File: config.mk
export PLATFORM = sky130hd
export DESIGN_NAME = nor_and_arbiter
export DESIGN_NICKNAME = d
export VERILOG_FILES = /design/src/rtl/nor_and_arbiter.sv
export SDC_FILE = /design/constraint.sdc
export NUM_CORES = 1
export LEC_CHECK = 0
export CAP_MARGIN = 20
export CORE_ASPECT_RATIO = 0.75
export CORE_MARGIN = 4
export CORE_UTILIZATION = 50
export DETAILED_ROUTE_END_ITERATION = 6
export PLACE_DENSITY = 0.92
export SLEW_MARGIN = 25
export SYNTH_ARGS = -nofsm -noshare
export SYNTH_HDL_FRONTEND = slang
export SYNTH_SLANG_ARGS = --single-unit
File: constraint.sdc
create_clock -name clk -period 4.8 [get_ports clk]
set_input_delay 0.96 -clock clk [delete_from_list [all_inputs] [get_ports clk]]
set_output_delay 0.96 -clock clk [all_outputs]
set_load 0.02 [all_outputs]
File: src/rtl/nor_and_arbiter.sv
// Round-robin time-sharing of one (a+b)'.c evaluator among N requesters.
// Each operation takes arbitrate -> evaluate -> respond, one edge per step.

module sub_circuit (
  input  logic a,
  input  logic b,
  input  logic c,
  output logic d
);
  assign d = c & ~(a | b);
endmodule

module nor_and_arbiter #(
  parameter int N    = 4,
  parameter int ID_W = 2
) (
  input  logic            clk,
  input  logic            rst,
  input  logic [N-1:0]    req,
  input  logic [N-1:0]    a_in,
  input  logic [N-1:0]    b_in,
  input  logic [N-1:0]    c_in,
  output logic [N-1:0]    grant,
  output logic            busy,
  output logic            resp_valid,
  output logic [ID_W-1:0] resp_id,
  output logic            result
);
  // state | meaning
  // IDLE  | no operation in flight; arbitrates on the edge a req is seen
  // EVAL  | operands registered, shared evaluator output settling
  // RESP  | resp_valid pulse; round-robin pointer advances on exit
  typedef enum logic [1:0] {IDLE, EVAL, RESP} state_t;

  state_t          state, state_nxt;
  logic            op_a, op_b, op_c, d;
  logic [ID_W-1:0] sel_id, last, sel, idx;
  logic            found;

  // First pending requester after the last one served, wrapping modulo N.
  always_comb begin
    found = 1'b0;
    sel   = '0;
    idx   = '0;
    for (int k = 1; k <= N; k++) begin
      idx = ID_W'((int'(last) + k) % N);
      if (!found && req[idx]) begin
        found = 1'b1;
        sel   = idx;
      end
    end
  end

  sub_circuit u_eval (
    .a(op_a),
    .b(op_b),
    .c(op_c),
    .d(d)
  );

  always_ff @(posedge clk or posedge rst) begin
    if (rst) state <= IDLE;
    else     state <= state_nxt;
  end

  always_comb begin
    state_nxt = state;
    case (state)
      IDLE:    if (found) state_nxt = EVAL;
      EVAL:    state_nxt = RESP;
      RESP:    state_nxt = IDLE;
      default: state_nxt = IDLE;
    endcase
  end

  always_ff @(posedge clk or posedge rst) begin
    if (rst) begin
      grant      <= '0;
      resp_valid <= 1'b0;
      resp_id    <= '0;
      result     <= 1'b0;
      op_a       <= 1'b0;
      op_b       <= 1'b0;
      op_c       <= 1'b0;
      sel_id     <= '0;
      last       <= ID_W'(N - 1);
    end else begin
      case (state)
        IDLE: if (found) begin
          grant  <= N'(1) << sel;
          op_a   <= a_in[sel];
          op_b   <= b_in[sel];
          op_c   <= c_in[sel];
          sel_id <= sel;
        end
        EVAL: begin
          result     <= d;
          resp_id    <= sel_id;
          resp_valid <= 1'b1;
        end
        RESP: begin
          resp_valid <= 1'b0;
          grant      <= '0;
          last       <= sel_id;
        end
        default: ;
      endcase
    end
  end

  assign busy = (state != IDLE);
endmodule
# ---- After elaboration in Yosys (flattened, before gate mapping)
# Index checks and enable logic that the tools add are counted.
dict set report word_totals {
  reg_bits 17
  inputBits 18
  output_inout_bits 9
  ramBits 0
  rom_bits 0
  n_memories 0
  latchBits 0
}
dict set report classes {
  n_mux 27
  n_shift 1
  bitwise 3
  div 0
  n_mul 0
  n_eq_ne 3
  magnitude_cmp 5
  reduce_logical 12
  addsub 4
}
# operator n
set ops {}
lappend ops {{2-bit by 3-bit < comparator with 1-bit output, second input constant} 5}
lappend ops {{1-bit binary-select mux with 2-bit select} 7}
lappend ops {{1-bit 2-to-1 mux} 11}
lappend ops {{2-bit 2-to-1 mux} 5}
lappend ops {{4-bit one-hot mux with 2 select lines} 1}
lappend ops {{2-bit nonzero test} 3}
lappend ops {{2-bit by 1-bit adder with 2-bit output, second input constant} 2}
lappend ops {{2-bit adder, second input constant} 2}
lappend ops {{4-bit 2-to-1 mux} 1}
lappend ops {{2-bit one-hot mux with 2 select lines} 1}
lappend ops {{2-bit AND reduction} 2}
lappend ops {{1-bit by 2-bit << shifter with 4-bit output, first input constant} 1}
lappend ops {{1-bit logical AND} 3}
lappend ops {{1-bit zero test} 3}
lappend ops {{2-bit by 1-bit == test with 1-bit output, second input constant} 1}
lappend ops {{2-bit == test, second input constant} 1}
lappend ops {{2-bit zero test} 1}
lappend ops {{2-bit != test, second input constant} 1}
lappend ops {{1-bit one-hot mux with 2 select lines} 1}
lappend ops {{1-bit AND} 1}
lappend ops {{1-bit NOT} 1}
lappend ops {{1-bit OR} 1}

# ---- Longest topological paths before layout
# Gate-level depths: netlist of the first run.
dict set report logic_depth {
  ltp_word 16
  depth_mapped 7
  ltp_nobuf 6
}

# ---- By module
# A second synthesis of the first run with hierarchy kept.
dict set report unflattened {
  hier_cells 89
  area_unflattened_um2 928.4
}
# mod cells_each area_each_um2 n_inst
set modules_own_cells {}
lappend modules_own_cells {nor_and_arbiter 88 915.9 1}
lappend modules_own_cells {sub_circuit 1 12.5 1}

# ---- Least setup slack after synthesis of the first run
# Ideal clock, no wire load.
dict set report synth_path {
  path_kind {in2reg}
  startpoint {in req[1]}
  endpoint {reg op_b}
  required_time_ns 4.666
  t_arrival_ns 2.057
  stages 6
  setup_time_ns 0.134
  path_slack_ns 2.608
  cell_sequence {o211ai_1 > o21ai_1 > or4_4 > buf_6 > a211oi_2 > a211oi_2}
}
dict set report synth_between {
  elab_chain_len 14
  elab_cells_between_ends 25
  classes_between {18 x mux; 7 x reduce/logical}
}
# item line
set synth_lines {}
lappend synth_lines {{from (decl)} 19} ;# input logic [N-1:0] req,
lappend synth_lines {{1-bit binary-select mux with 2-bit select} 47} ;# if (!found && req[idx]) begin
lappend synth_lines {{1-bit 2-to-1 mux (not written as such)} 47}
lappend synth_lines {{1-bit 2-to-1 mux} 47}
lappend synth_lines {{1-bit zero test} 47}
lappend synth_lines {{1-bit logical AND} 47}
lappend synth_lines {{1-bit 2-to-1 mux} 47}
lappend synth_lines {{1-bit zero test} 47}
lappend synth_lines {{1-bit logical AND} 47}
lappend synth_lines {{1-bit 2-to-1 mux} 47}
lappend synth_lines {{1-bit zero test} 47}
lappend synth_lines {{1-bit logical AND} 47}
lappend synth_lines {{2-bit 2-to-1 mux} 47}
lappend synth_lines {{1-bit binary-select mux with 2-bit select} 92} ;# op_b <= b_in[sel];
lappend synth_lines {{1-bit 2-to-1 mux (not written as such)} 92}
lappend synth_lines {{to (signal assigned)} 92}
lappend synth_lines {{to (decl)} 36} ;# logic op_a, op_b, op_c, d;
# Parallel ways exist; a longest one is shown, timed or not. The select of a mux whose other input is x is not followed.
# A chain may end at the register's enable or synchronous reset.

# ---- Worst setup path in the final report of the first run
dict set report layout_path {
  startpoint {reg state[0]}
  endpoint {out busy}
}
dict set report layout_between {
  elab_chain_len 1
}
# item line
set layout_lines {}
lappend layout_lines {{from (decl)} 35} ;# state_t state, state_nxt;
lappend layout_lines {{from (signal assigned)} 63} ;# else state <= state_nxt;
lappend layout_lines {{2-bit nonzero test} 111} ;# assign busy = (state != IDLE);
lappend layout_lines {{to (decl)} 24} ;# output logic busy,
# Every way passes these cells.

==> results.sh, run 1 <==
export IMPL_slew_headroom=0.574
export IMPL_ctsHoldBuffers=0
export IMPL_finalNonFillerCells=142
export IMPL_synth_top_area_frac=0.383
export IMPL_drt_met1_wl_um=971
export IMPL_io_pins=27
export IMPL_via_count=748
export IMPL_yosysWarnings=0
export IMPL_met3_length_um=147
export IMPL_worst_r2r_cell_count=6
export IMPL_grt_pass1_vias=713
export IMPL_pwr_share_comb=0.539
export IMPL_fin_nets=144
export IMPL_cp_required_ns=3.84
export IMPL_crit_arrival_ns=1.71
export IMPL_crit_fanout=5
export IMPL_hold_depth=2
export IMPL_endpoint_kind="output port"
export IMPL_rows=13
export IMPL_area_growth_pct=28.1
export IMPL_fin_crit_ns=2.67
export IMPL_ys_seq_elements=17
export IMPL_start_kind="flip-flop"
export IMPL_start_util=0.548
export IMPL_max_freq_mhz=374
export IMPL_wl_per_cell_um=14.5
export IMPL_dr_pass1_iters=4
export IMPL_post_route_period_util=0.557
export IMPL_rsz0062_at_grt="false"
export IMPL_io_buffers=26
export IMPL_synth_top_area_cell="dfrtp_1"
export IMPL_powerDensity_mw_per_mm2=584
export IMPL_layout_setup_ws_ns=2.13
export IMPL_pre_cts_slack_ns=2.10
export IMPL_ys_seq_area_frac=0.437
export IMPL_cts_buffer_depth=2
export IMPL_p_int_mw=0.433
export IMPL_cap_violations=0
export IMPL_place_area_mm2=0.00123
export IMPL_fillers=133
export IMPL_cts_tree="built"
export IMPL_dieArea_mm2=0.00274
export IMPL_critPathKind="reg2out"
export IMPL_drc=0
export IMPL_path_clk_slew_ns=0.09
export IMPL_synth_top_cells_by_count="dfrtp_1, inv_1, nor2_1, nand2_1, a211oi_1"
export IMPL_die_h_um=46.3
export IMPL_hp_class="reg2reg"
export IMPL_antenna_found_initial=0
export IMPL_clock_sinks=17
export IMPL_drtIter0Drc=11
export IMPL_place_gp_congestion=0.714
export IMPL_dp_cells=138
export IMPL_syn_area_per_cell_um2=10.5
export IMPL_synth_nets=116
export IMPL_route_met2_wl_um=946
export IMPL_highest_layer="met3"
export IMPL_final_hold_viol_count=0
export IMPL_cts_root_buf="clkbuf_4"
export IMPL_hpwl_um=1660
export IMPL_synth_most_common_cell="dfrtp_1"
export IMPL_outcome="complete, no violations"
export IMPL_htreeDepth=1
export IMPL_total_power_mw=0.733
export IMPL_setup_viol=0
export IMPL_clockPowerShare=0.101
export IMPL_cts_setup_buffers=0
export IMPL_p_leak_nw=0.543
export IMPL_overflow=0
export IMPL_synthCells=93
export IMPL_seq_power_share=0.361
export IMPL_tns_ns=0
export IMPL_ys_types=30
export IMPL_grt_pass1_wl_um=3260
export IMPL_skew_ns=0.00413
export IMPL_tightest_slew_ns=0.638
export IMPL_synthTopCellsByArea="dfrtp_1, ha_1, dfstp_2"
export IMPL_viasPerCell=5.27
export IMPL_synth_edf_count=0
export IMPL_drv_slew=0
export IMPL_ir_drop_v=0.000431
export IMPL_ys_async_sr_fraction=1.00
export IMPL_seq_area_um2=428
export IMPL_track_usage=0.166
export IMPL_cts_resized=0
export IMPL_diodes=0
export IMPL_swShare=0.410
export IMPL_cts_made_buffers=3
export IMPL_antenna_left=0
export IMPL_multi_input_area_um2=472
export IMPL_die_x_um=59.1
export IMPL_coreArea_mm2=0.00179
export IMPL_clk_latency_ns=0.28
export IMPL_stdcell_area_mm2=0.00125
export IMPL_wirelength_um=2070
export IMPL_synth_flop_cell="dfrtp_1"
export IMPL_drive_gt1_frac=0.150
export IMPL_syn_area_um2=980
export IMPL_grt_max_degree=18
export IMPL_p_switching_mw=0.301
-- per-layer routing --
metal,vias up,GRT usage
met2,19,0.269
met5,-,0
met3,0,0.0700
li1,385,-
met4,0,0.0271
met1,344,0.212
-- logic make-up after synthesis --
| kind of cell | count (synthesis) | synth area share |
|---|---|---|
| buffers and inverters | 14 | 0.0817 |
| and+or+nand+nor | 24 | 0.112 |
| adders and majority gates | 5 | 0.0639 |
| DFF | 17 | 0.437 |
| muxes | 8 | 0.0868 |
| AOI/OAI and AO/OA | 25 | 0.218 |
-- final timing paths --
kind | start | endpoint | slack, ns
min in group asynchronous | rst | op_b | 1.05
worst min-delay path | grant[0] | grant[0] | 0.50
worst max-delay path | state[0] | busy | 2.13
worst min register to register | grant[0] | grant[0] | 0.50
worst max register to register | state[1] | op_c | 2.96
max in group asynchronous | rst | state[0] | 3.34
-- state kept, by name (all words and copies together), names as in the netlist --
register / count
sel_id: 2
op_b: 1
state: 2
resp_id: 2
resp_valid: 1
grant: 4
last: 2
result: 1
op_c: 1
op_a: 1
-- power by group through the flow --
stage | Clock, mW | Sequential [mW] | Combinational [mW]
floorplan | 0 | 0.286 | 0.264
global placement | 0 | 0.262 | 0.380
detailed placement | 0 | 0.267 | 0.394
CTS | 0.0772 | 0.264 | 0.397
global route | 0.0836 | 0.274 | 0.432
finish | 0.0737 | 0.265 | 0.395
-- layout make-up --
cell class,instances,share of cell area
Timing Repair Buffer,26,0.207
Inverter,11,0.0329
Clock buffer,4,0.0209
Tap cell,22,0.0219
Multi-Input combinational cell,62,0.376
Sequential cell,17,0.341
-- metrics by stage --
step / utilization / hold WS [ns]
2_1_floorplan: - / 0.457
3_3_place_gp: 0.687 / 0.477
3_5_place_dp: 0.687 / 0.483
4_1_cts: 0.701 / 0.504
5_1_grt: 0.701 / 0.544
6_report: 0.701 / 0.496
-- cell usage in the layout, fill, tap and decap left out, drive strengths merged --
master / Yosys / final
dfrtp: 15 / 15
mux2i: 4 / 4
inv: 11 / 11
dfstp: 2 / 2
nor2: 9 / 9
a32o: 1 / 1
mux2: 4 / 4
a21o: 1 / 1
nand3: 1 / 1
a21oi: 1 / 1
o41ai: 1 / 1
ha: 5 / 5
clkbuf: 0 / 4
nor3: 1 / 1
a211oi: 10 / 10
o22ai: 1 / 1
o211ai: 1 / 1
nor2b: 1 / 1
or4: 1 / 1
nand2b: 2 / 2
a22o: 2 / 2
o21ai: 6 / 6
nand2: 8 / 8
o31ai: 1 / 1
clkdlybuf4s50: 0 / 26
nor4: 1 / 1
-- worst max-delay path, stage by stage, from the launching register on --
cell and delay (ns):
dfrtp_1 0.39, inv_1 0.10, ha_1 0.26, inv_2 0.09, clkdlybuf4s50_1 0.60
(Power assumes the default switching activity.)
==> run 2, diff against run 1 <==
--- a/config.mk
+++ b/config.mk
@@ -8,9 +8,9 @@
 export CAP_MARGIN = 20
 export CORE_ASPECT_RATIO = 0.75
 export CORE_MARGIN = 4
-export CORE_UTILIZATION = 50
+export CORE_UTILIZATION = 47
 export DETAILED_ROUTE_END_ITERATION = 6
-export PLACE_DENSITY = 0.92
+export PLACE_DENSITY = 0.87
 export SLEW_MARGIN = 25
 export SYNTH_ARGS = -nofsm -noshare
 export SYNTH_HDL_FRONTEND = slang
==> constraint.sdc (replaced) <==
create_clock -name clk -period 2.7 [get_ports clk]
set_input_delay 0.54 -clock clk [delete_from_list [all_inputs] [get_ports clk]]
set_output_delay 0.54 -clock clk [all_outputs]
set_load 0.02 [all_outputs]
==> results.sh, run 2 (synthesis gave the netlist of run 1 again) <==
export IMPL_outcome="complete, no violations"
export IMPL_cp_slowest_stage_delay_ns=0.60
export IMPL_coreArea_mm2=0.00200
export IMPL_cap_violations=0
export IMPL_hp_start="grant[0]"
export IMPL_setup_viol=0
export IMPL_stdcell_area_mm2=0.00126
export IMPL_cts_root_buf="clkbuf_4"
export IMPL_path_clk_slew_ns=0.10
export IMPL_io_pins=27
export IMPL_tns_ns=0
export IMPL_grt_pass1_wl_um=3260
export IMPL_hold_depth=2
export IMPL_cts_resized=0
export IMPL_drv_slew=0
export IMPL_cts_buffer_depth=2
export IMPL_dr_pass1_iters=5
export IMPL_area_growth_pct=28.4
export IMPL_most_common_layout_cells="clkdlybuf4s50_1, dfrtp_1, inv_1, nor2_1, nand2_1"
export IMPL_cp_required_ns=2.16
export IMPL_ir_drop_v=0.000715
export IMPL_viasPerCell=5.48
export IMPL_max_flop_register="grant"
export IMPL_cts_made_buffers=3
export IMPL_clk_latency_ns=0.29
export IMPL_cts_tree="built"
export IMPL_fin_nets=144
export IMPL_worst_r2r_cell_count=6
export IMPL_track_usage=0.163
export IMPL_critPathKind="reg2out"
export IMPL_hpwl_um=1670
export IMPL_dieArea_mm2=0.00289
export IMPL_crit_slowest_cell="clkdlybuf4s50_1"
export IMPL_rr_endpoint="op_b"
export IMPL_place_area_mm2=0.00123
export IMPL_overflow=0
export IMPL_antenna_found_initial=0
export IMPL_reg2reg_from="state[1]"
export IMPL_hp_class="reg2reg"
export IMPL_rows=14
export IMPL_cts_setup_buffers=0
export IMPL_grt_max_degree=18
export IMPL_place_gp_congestion=0.771
export IMPL_tightest_slew_ns=0.636
export IMPL_drc=0
export IMPL_ctsHoldBuffers=0
export IMPL_post_route_period_util=0.829
export IMPL_endpoint_kind="output port"
export IMPL_grt_pass1_vias=714
export IMPL_wl_per_cell_um=14.5
export IMPL_fin_crit_ns=2.24
export IMPL_die_x_um=60.7
export IMPL_via_count=789
export IMPL_worstPathCellList="inv_1, ha_1, inv_2, clkdlybuf4s50_1"
export IMPL_rsz0062_at_grt="false"
export IMPL_powerDensity_mw_per_mm2=1040
export IMPL_seq_area_um2=428
export IMPL_layout_commonest_cell="clkdlybuf4s50_1"
export IMPL_diodes=0
export IMPL_p_leak_nw=0.543
export IMPL_skew_ns=0.00900
export IMPL_drtIter0Drc=16
export IMPL_crit_fanout=5
export IMPL_largest_reg_flops=4
export IMPL_max_freq_mhz=447
export IMPL_antenna_left=0
export IMPL_slew_headroom=0.576
export IMPL_crit_arrival_ns=1.70
export IMPL_timing_reg2reg_setup_slack_ns=0.87
export IMPL_hold_path_end="grant[0]"
export IMPL_clock_sinks=17
export IMPL_timing_hold_ws_ns=0.509
export IMPL_drive_gt1_frac=0.150
export IMPL_start_kind="flip-flop"
export IMPL_fillers=163
export IMPL_final_hold_viol_count=0
export IMPL_start_util=0.491
export IMPL_wirelength_um=2090
export IMPL_multi_input_area_um2=472
export IMPL_die_h_um=47.5
export IMPL_io_buffers=26
export IMPL_htreeDepth=1
[run 2: cell counts in the layout (fill, tap and decap cells not counted)]
No cell type changed its count.
[run 2: worst max path at each step]
stage	from	to	slack (ns)
final	state[0]	busy	0.46
after global routing	state[0]	busy	0.34
after CTS	state[0]	busy	0.44
after detailed placement	req[1]	op_b	0.42
after global placement	req[1]	op_b	0.47
after floorplan	state[0]	op_b	0.88
[run 2: layer usage]
layer | vias up | share of wire | global-route usage
li1 | 386 | - | -
met1 | 371 | 0.44 | 0.206
met2 | 28 | 0.46 | 0.260
met3 | 4 | 0.093 | 0.0647
met4 | 0 | 0.010 | 0.0519
met5 | - | 0 | 0
[run 2: area by class of cell]
class                   instances  area share
repair buffers                 26       0.207
well taps                      24      0.0239
clock buffers                   4      0.0209
flip-flops and latches         17       0.340
multi-input cells              62       0.375
inverters                      11      0.0328
[run 2: power by group]
part	internal [mW]	switching (mW)	leakage, nW
Combinational	0.328	0.372	0.324
Sequential	0.383	0.0866	0.204
Clock	0.0575	0.0775	0.0150
Total	0.769	0.536	0.543
[run 2: worst max-delay path: cells and delay by family (launching register included)]
family / cells / cell delay, ns
buffers and inverters: 3 / 0.78
flip-flops: 1 / 0.38
adder cells (fa/ha/maj): 1 / 0.26
[run 2: stage by stage]
stage	util	total power [mW]	worst slack (ns)	instances
3_5_place_dp	0.617	1.18	0.425	140
2_1_floorplan	-	0.978	0.880	93
5_1_grt	0.630	1.41	0.344	144
4_1_cts	0.630	1.32	0.444	144
3_3_place_gp	0.617	1.15	0.474	140
6_report	0.630	1.30	0.463	144
==> run 3, diff against run 2 <==
==> constraint.sdc (replaced) <==
create_clock -name clk -period 2.1 [get_ports clk]
set_input_delay 0.42 -clock clk [delete_from_list [all_inputs] [get_ports clk]]
set_output_delay 0.42 -clock clk [all_outputs]
set_load 0.02 [all_outputs]
==> results.sh, run 3 (synthesis gave the netlist of run 1 again) <==
export IMPL_layout_setup_ws_ns=0.194
export IMPL_endpoint_kind="output port"
export IMPL_rows=14
export IMPL_io_buffers=26
export IMPL_worst_r2r_cell_count=6
export IMPL_via_count=776
export IMPL_grt_pass1_wl_um=3430
export IMPL_coreArea_mm2=0.00200
export IMPL_post_route_period_util=0.908
export IMPL_pre_cts_slack_ns=-0.124
export IMPL_worstPathCellList="inv_1, ha_1, inv_2, dlygate4sd2_1"
export IMPL_fillers=166
export IMPL_multi_input_area_um2=472
export IMPL_drive_gt1_frac=0.177
export IMPL_max_freq_mhz=525
export IMPL_cp_slowest_stage_delay_ns=0.40
export IMPL_cap_violations=0
export IMPL_seq_area_um2=428
export IMPL_max_flop_register="grant"
export IMPL_viasPerCell=5.24
export IMPL_crit_slowest_cell="dfrtp_1"
export IMPL_diodes=0
export IMPL_wirelength_um=2190
export IMPL_clock_sinks=17
export IMPL_overflow=0
export IMPL_hp_class="in2async"
export IMPL_wl_per_cell_um=14.8
export IMPL_start_kind="flip-flop"
export IMPL_final_hold_viol_count=0
export IMPL_layout_commonest_cell="clkdlybuf4s50_1"
export IMPL_ctsHoldBuffers=0
export IMPL_crit_buf_inv=3
export IMPL_setup_viol=0
export IMPL_skew_ns=0.0135
export IMPL_crit_arrival_ns=1.49
export IMPL_crit_fanout=5
export IMPL_cts_resized=1
export IMPL_p_leak_nw=0.563
export IMPL_io_pins=27
export IMPL_critPathTopFamily="buffers and inverters"
export IMPL_start_util=0.491
export IMPL_drv_slew=0
export IMPL_cts_root_buf="clkbuf_4"
export IMPL_area_growth_pct=31.3
export IMPL_drc=0
export IMPL_tightest_slew_ns=0.642
export IMPL_place_gp_congestion=0.738
export IMPL_die_x_um=60.7
export IMPL_fin_nets=148
export IMPL_cts_tree="built"
export IMPL_rr_endpoint="op_b"
export IMPL_clk_latency_ns=0.30
export IMPL_hpwl_um=1770
export IMPL_largest_reg_flops=4
export IMPL_timing_reg2reg_setup_slack_ns=0.28
export IMPL_powerDensity_mw_per_mm2=1320
export IMPL_htreeDepth=1
export IMPL_cp_required_ns=1.68
export IMPL_grt_max_degree=18
export IMPL_place_area_mm2=0.00126
export IMPL_slew_headroom=0.572
export IMPL_track_usage=0.170
export IMPL_rsz0062_at_grt="false"
export IMPL_path_clk_slew_ns=0.10
export IMPL_drtIter0Drc=10
export IMPL_timing_hold_ws_ns=0.500
export IMPL_outcome="complete, no violations"
export IMPL_reg2reg_from="state[1]"
export IMPL_total_power_mw=1.70
export IMPL_grt_pass1_vias=757
export IMPL_dr_pass1_iters=4
export IMPL_cts_buffer_depth=2
export IMPL_die_h_um=47.5
export IMPL_cts_made_buffers=3
export IMPL_tns_ns=0
export IMPL_dieArea_mm2=0.00289
export IMPL_fin_crit_ns=1.91
export IMPL_ir_drop_v=0.00108
export IMPL_stdcell_area_mm2=0.00129
export IMPL_antenna_left=0
export IMPL_cts_setup_buffers=0
export IMPL_critPathKind="reg2out"
export IMPL_crit_path_start="state[1]"
export IMPL_antenna_found_initial=0
export IMPL_most_common_layout_cells="clkdlybuf4s50_1, dfrtp_1, inv_1, nor2_1, nand2_1"
run 3: cell count changes in the layout (fill, tap and decap cells not counted), sizes merged:
cell           before  now
buf                 0    4
dlygate4sd2         0    1
clkdlybuf4s50      26   25
run 3: metal layers:
metal	GRT usage	wire [µm]	vias to the layer above
li1	-	-	394
met1	0.230	1010	355
met2	0.269	1020	22
met3	0.0485	148	5
met4	0.0519	23	0
met5	0	0	-
run 3: worst max path at each step:
stage	end	slack, ns	cells after the start
after detailed placement	op_b	-0.12	6
after global routing	busy	0.12	4
after global placement	op_b	-0.005	6
final	busy	0.19	4
after floorplan	op_b	0.28	7
after CTS	busy	0.18	4
run 3: through the flow:
step                utilization  std cells
floorplan                     -         93
global placement          0.632        144
detailed placement        0.632        144
CTS                       0.644        148
global route              0.644        148
finish                    0.644        148
run 3: power breakdown:
part | internal [mW] | total (mW) | switching [mW] | leakage, nW
clock network | 0.0740 | 0.175 | 0.101 | 0.0150
registers | 0.493 | 0.602 | 0.109 | 0.204
logic | 0.437 | 0.921 | 0.484 | 0.343
total | 1.00 | 1.70 | 0.694 | 0.563
run 3: cell type report:
type                            count  share of cell area
Clock buffer                        4              0.0204
Inverter                           11              0.0321
Multi-Input combinational cell     62               0.367
Sequential cell                    17               0.333
Tap cell                           24              0.0233
Timing Repair Buffer               30               0.225
